==> src/rtl/mux5_scan_ctrl_pkg.sv <==
// Shared definitions for the 5-channel mux scan controller.
//   state_t  : controller states (IDLE / SCAN / DONE)
//   NCH      : number of mux channels
//   SEL_W    : width of the mux select code
//   CH0..CH4 : select codes driven for each channel, also collected in CH_CODE
package mux5_scan_ctrl_pkg;

  typedef enum logic [1:0] {
    IDLE = 2'd0,
    SCAN = 2'd1,
    DONE = 2'd2
  } state_t;

  localparam int NCH   = 5;
  localparam int SEL_W = 3;

  localparam logic [SEL_W-1:0] CH0 = 3'd0;
  localparam logic [SEL_W-1:0] CH1 = 3'd1;
  localparam logic [SEL_W-1:0] CH2 = 3'd2;
  localparam logic [SEL_W-1:0] CH3 = 3'd3;
  localparam logic [SEL_W-1:0] CH4 = 3'd4;

  localparam logic [SEL_W-1:0] CH_CODE [NCH] = '{CH0, CH1, CH2, CH3, CH4};

endpackage

==> src/rtl/mux5_next_chan.sv <==
// Combinational next-enabled-channel finder.
//   mask  : channel enable mask, bit k enables channel k
//   cur   : current channel as a signed code; -1 means "no channel yet",
//           which turns the block into a first-enabled-channel finder
//   nxt   : lowest enabled channel strictly above cur (CH0 when none)
//   found : high when such a channel exists
module mux5_next_chan
  import mux5_scan_ctrl_pkg::*;
(
  input  logic [NCH-1:0]          mask,
  input  logic signed [SEL_W:0]   cur,
  output logic [SEL_W-1:0]        nxt,
  output logic                    found
);

  // Scan from the top down so the lowest qualifying channel wins.
  always_comb begin
    nxt   = CH0;
    found = 1'b0;
    for (int k = NCH - 1; k >= 0; k--) begin
      if (mask[k] && (k > int'(cur))) begin
        nxt   = CH_CODE[k];
        found = 1'b1;
      end
    end
  end

endmodule

==> src/rtl/mux5_scan_ctrl.sv <==
// Scan controller sitting upstream of a 5:1 mux. Steps the select through
// the enabled channels in ascending order, holds each for dwell+1 cycles,
// samples mux_y at the end of each hold and reports the collected bits.
//   clk, rst : clock and synchronous active-high reset
//   start    : scan request, only looked at in IDLE
//   dwell    : extra hold cycles per channel (latched at start)
//   ch_mask  : channel enables (latched at start)
//   mux_y    : mux output, combinational from sel
//   sel      : mux select code (0..4 only)
//   cap      : capture word, bit k = mux_y seen on channel k
//   busy     : high from the cycle after acceptance until back in IDLE
//   done     : one-cycle completion pulse; cap is stable from here on
module mux5_scan_ctrl
  import mux5_scan_ctrl_pkg::*;
#(
  parameter int DWELL_W = 4
) (
  input  logic               clk,
  input  logic               rst,
  input  logic               start,
  input  logic [DWELL_W-1:0] dwell,
  input  logic [NCH-1:0]     ch_mask,
  input  logic               mux_y,
  output logic [SEL_W-1:0]   sel,
  output logic [NCH-1:0]     cap,
  output logic               busy,
  output logic               done
);

  state_t             state, state_d;
  logic [SEL_W-1:0]   sel_d;
  logic [NCH-1:0]     cap_d;
  logic [DWELL_W-1:0] cnt, cnt_d;
  logic [DWELL_W-1:0] dwell_q, dwell_d;
  logic [NCH-1:0]     mask_q, mask_d;

  logic [SEL_W-1:0]   first_ch, next_ch;
  logic               first_found, next_found;

  // First channel is looked up from the live mask since it is chosen in
  // the same cycle the mask is latched.
  mux5_next_chan u_first (
    .mask  (ch_mask),
    .cur   ({(SEL_W+1){1'b1}}),
    .nxt   (first_ch),
    .found (first_found)
  );

  mux5_next_chan u_next (
    .mask  (mask_q),
    .cur   ({1'b0, sel}),
    .nxt   (next_ch),
    .found (next_found)
  );

  always_comb begin
    state_d = state;
    sel_d   = sel;
    cap_d   = cap;
    cnt_d   = cnt;
    dwell_d = dwell_q;
    mask_d  = mask_q;
    case (state)
      IDLE: begin
        if (start) begin
          cap_d = '0;
          if (first_found) begin
            mask_d  = ch_mask;
            dwell_d = dwell;
            sel_d   = first_ch;
            cnt_d   = dwell;
            state_d = SCAN;
          end else begin
            state_d = DONE;
          end
        end
      end
      SCAN: begin
        if (cnt != '0) begin
          cnt_d = cnt - 1'b1;
        end else begin
          for (int k = 0; k < NCH; k++) begin
            if (sel == CH_CODE[k]) cap_d[k] = mux_y;
          end
          if (next_found) begin
            sel_d = next_ch;
            cnt_d = dwell_q;
          end else begin
            // sel stays on the last channel through DONE
            state_d = DONE;
          end
        end
      end
      DONE: begin
        state_d = IDLE;
      end
      default: begin
        state_d = IDLE;
      end
    endcase
  end

  always_ff @(posedge clk) begin
    if (rst) begin
      state <= IDLE;
      sel   <= CH0;
      cap   <= '0;
      cnt   <= '0;
    end else begin
      state <= state_d;
      sel   <= sel_d;
      cap   <= cap_d;
      cnt   <= cnt_d;
    end
  end

  // Latched scan parameters are pure data and need no reset.
  always_ff @(posedge clk) begin
    dwell_q <= dwell_d;
    mask_q  <= mask_d;
  end

  assign busy = (state != IDLE);
  assign done = (state == DONE);

endmodule

==> config.mk <==
export PLATFORM = sky130hd
export DESIGN_NAME = mux5_scan_ctrl
export DESIGN_NICKNAME = d
export VERILOG_FILES = /design/src/rtl/mux5_scan_ctrl_pkg.sv /design/src/rtl/mux5_next_chan.sv /design/src/rtl/mux5_scan_ctrl.sv
export SDC_FILE = /design/constraint.sdc
export NUM_CORES = 1
export LEC_CHECK = 0
export ABC_CLOCK_PERIOD_IN_PS = 1840
export CAP_MARGIN = 30
export CORE_MARGIN = 2
export CORE_UTILIZATION = 51
export DETAILED_ROUTE_END_ITERATION = 10
export PLACE_DENSITY = 0.78
export SLEW_MARGIN = 0
export SYNTH_ARGS = -nofsm -noshare
export SYNTH_HDL_FRONTEND = slang
export SYNTH_SLANG_ARGS = --single-unit
==> constraint.sdc <==
create_clock -name clk -period 1.84 [get_ports clk]
set_input_delay 0.368 -clock clk [delete_from_list [all_inputs] [get_ports clk]]
set_output_delay 0.368 -clock clk [all_outputs]
set_load 0.02 [all_outputs]
==> flow_summary_export.csv <==
group,metric,value,unit
power_and_ir_drop,power_density,908,nW/um2
hold_path,hp-class,"register to register",
clocking,clk_path_buf_depth,2,
route,drt-initial-drc-count,20,
floorplan,die_w,53.9,um
floorplan,start_util,52.7,%
synthesis,ys_async_sr_fraction,0,%
power_and_ir_drop,p_leak,0.664,nW
synthesis,netlist.area_leader.share,22.1,%
sta,layout_min_cycle_time,1.78,ns
power_and_ir_drop,max-vdd-ir-drop,0.683,mV
synthesis,synth_xor_area_share,0,%
synthesis,netlist-cell-type-count,49,
clocking,cts_tree,"done",
floorplan,core,2410,um2
final_layout,nFillCells,179,
critical_path,crit_arrival,1.83,ns
clocking,cts_setup_buffers,0,
synthesis,synth-edff-count,8,
route,dr.pass1.iters,4,
placement,place_ws,-0.274,ns
placement,placedCellCount,191,
final_layout,final_cell_mix,"18 x clkdlybuf4s50_1, 18 x buf_4, 13 x a21oi_1",
final_layout,regArea,531,um2
synthesis,synth_cells,129,
global_route,grt-ovfl-total,0,
floorplan,io_pins,23,
route,via_count,1113,
sta,rsz0062_at_grt,"false",
critical_path,endpoint,"dwell_q[3]$_DFFE_PP_",
power_and_ir_drop,finalPower,1.52,mW
final_layout,area_growth,31.5,%
critical_path,r2r_start,"cnt[1]$_SDFFE_PP0P_",
sta,slew_headroom,59.9,%
clocking,cts-htree-levels,1,
synthesis,yosys_warnings,0,
critical_path,reg2reg_depth,7,
global_route,grt.total_usage,21.8,%
status,outcome,"complete, no violations",
final_layout,multi_input_area,666,um2
critical_path,r2r_setup_slack,0.09,ns
clocking,clock_sinks,22,
final_layout,nets,180,
synthesis,ys_ff_latch,22,
sta,finalCritPeriodShare,96.9,%
route,drc,0,
route,antenna_left,0,
sta,maxSlewViolCount,0,
synthesis,synth_top_family_by_area,"compound AO/OA/AOI/OAI gates",
route,via_per_inst,5.71,
global_route,grt_max_degree,14,
sta,skew,0.00285,ns
clocking,clkLatencyLatePin,0.31,ns
global_route,grt_pass1_vias,1007,
floorplan,die_h,53.9,um
placement,dpl.hpwl,2090,um
sta,worstMarginPinSlew,0.586,ns
sta,fmax,561,MHz
critical_path,crit_path_end_kind,"register",
floorplan,dieArea,2910,um2
sta,setup_ws,0.0573,ns
sta,final-hold-violation-count,0,
route,wl,2830,um
synthesis,synth_largest_area_cell,"dfxtp_1",
clocking,cts_buffers,3,
critical_path,startpoint,"ch_mask[0]",
critical_path,reg2reg_to,"cnt[0]$_SDFFE_PP0P_",
synthesis,syn_avg_cell_area,9.84,um2
critical_path,critical_path_class,"input pin to register",
floorplan,row_count,18,
route,detail_route.wl_per_cell,14.5,um
sta,setup_viol,0,
flow_run,cap_viol_max_count,0,
critical_path,cp-start-kind,"input pin",
synthesis,synthAdderAreaFrac,0.985,%
critical_path,critPathRequiredTime,1.89,ns
synthesis,synth_compound_area_share,24.5,%
placement,routabilityCongestion,0.811,
critical_path,crit_fanout,8,
final_layout,fin_cells,195,
synthesis,synthTopCellsByArea,"dfxtp_1 22%, edfxtp_1 19%, a21oi_1 5.1%",
synthesis,synth-simple-area-share,21.9,%
synthesis,ys.flop_type,"dfxtp_1",
global_route,antenna_found_initial,0,
global_route,grt_pass1_wl,4480,um
final_layout,antenna_cells,0,
final_layout,layout-drive-gt1-share,28.5,%
synthesis,ys_seq_area_share,41.0,%
synthesis,syn_area,1270,um2
synthesis,synth_fp_nets,143,
clocking,cts_root_buf,"clkbuf_4",
clocking,path_clk_slew,0.12,ns
placement,io_buffer_count,22,
synthesis,muxShareOfSynthArea,3.94,%
==> metrics by stage <==
| step | hold WS [ns] | cell area (um2) | utilization, % | TNS, ns |
|---|---|---|---|---|
| after detailed placement | 0.478 | 1580 | 65.7 | -3.61 |
| after CTS | 0.496 | 1640 | 68.2 | 0 |
| after global routing | 0.517 | 1670 | 69.3 | 0 |
| after floorplan | 0.467 | 1270 | - | 0 |
| final | 0.494 | 1670 | 69.3 | 0 |
| after global placement | 0.464 | 1580 | 65.7 | -3.37 |
==> how the worst min path moves through the flow <==
stage / cells past startpoint / slack, ns / from / end
after floorplan: 0 / 0.47 / dwell[0] / dwell_q[0]$_DFFE_PP_
after CTS: 2 / 0.50 / cap[0]$_SDFFE_PP0P_ / cap[0]$_SDFFE_PP0P_
after detailed placement: 2 / 0.48 / cap[0]$_SDFFE_PP0P_ / cap[0]$_SDFFE_PP0P_
after global routing: 2 / 0.52 / cap[0]$_SDFFE_PP0P_ / cap[0]$_SDFFE_PP0P_
final: 2 / 0.49 / cap[0]$_SDFFE_PP0P_ / cap[0]$_SDFFE_PP0P_
after global placement: 2 / 0.46 / cap[0]$_SDFFE_PP0P_ / cap[0]$_SDFFE_PP0P_
==> critical path: stages <==
cell	delay [ns]
clkdlybuf4s50_1	0.42
or4_4	0.55
nor2_2	0.11
or2_4	0.18
clkinvlp_4	0.19
==> state kept, by name, summed over array words and instances, names as in the netlist <==
name and cells:
sel 3, dwell_q 4, mask_q 4, cap 5, cnt 4, state 2
==> kinds of logic after synthesis <==
logic type               count (synthesis)
AND/OR/NAND/NOR                         48
buffers and inverters                   13
flip-flops                              22
adder cells (fa/ha/maj)                  1
multiplexers                             5
AO/OA/AOI/OAI                           40
==> area by class of cell <==
cell class	instances	area share [%]
clock buffers	3	1.35
clock inverters	1	1.80
inverters	5	1.35
multi-input cells	94	39.9
flip-flops and latches	22	31.8
well taps	30	2.25
repair buffers	40	21.6
==> cell usage after synthesis, drive strengths merged (2+ instances only) <==
cell type and number:
inv 5, clkbuf 4, nand3b 2, a221oi 2, o31a 2, a311oi 3, nor3b 3, nand3 2
buf 4, or2 2, nor2b 4, dfxtp 14, nor2 13, a22oi 2, o21ai 5, edfxtp 8
a21oi 13, mux2i 5, a31o 2, nand2b 4, nand2 9, o31ai 2, a211oi 2, nor3 2
==> metal layers <==
layer  vias up  share of wire (%)  global-route usage, %
li1        559                  -                      -
met1       520                 46                   29.7
met2        28                 48                   35.0
met3         6                4.2                   3.06
met4         0                1.5                   8.12
met5         -                  0                      0
==> where the power goes <==
part | leakage (nW) | switching (mW) | internal, mW | total (mW)
registers | 0.193 | 0.0646 | 0.559 | 0.624
clock network | 0.0279 | 0.150 | 0.220 | 0.370
logic | 0.443 | 0.256 | 0.267 | 0.522
total | 0.664 | 0.471 | 1.05 | 1.52
==> timing repair <==
item	in CTS	in global routing
gates resized for setup	6	11
gates cloned	0	0
pin swaps	0	1
setup endpoints to repair	5	16
hold buffers	0	0
No activity file was read; power rests on OpenSTA's default activity.
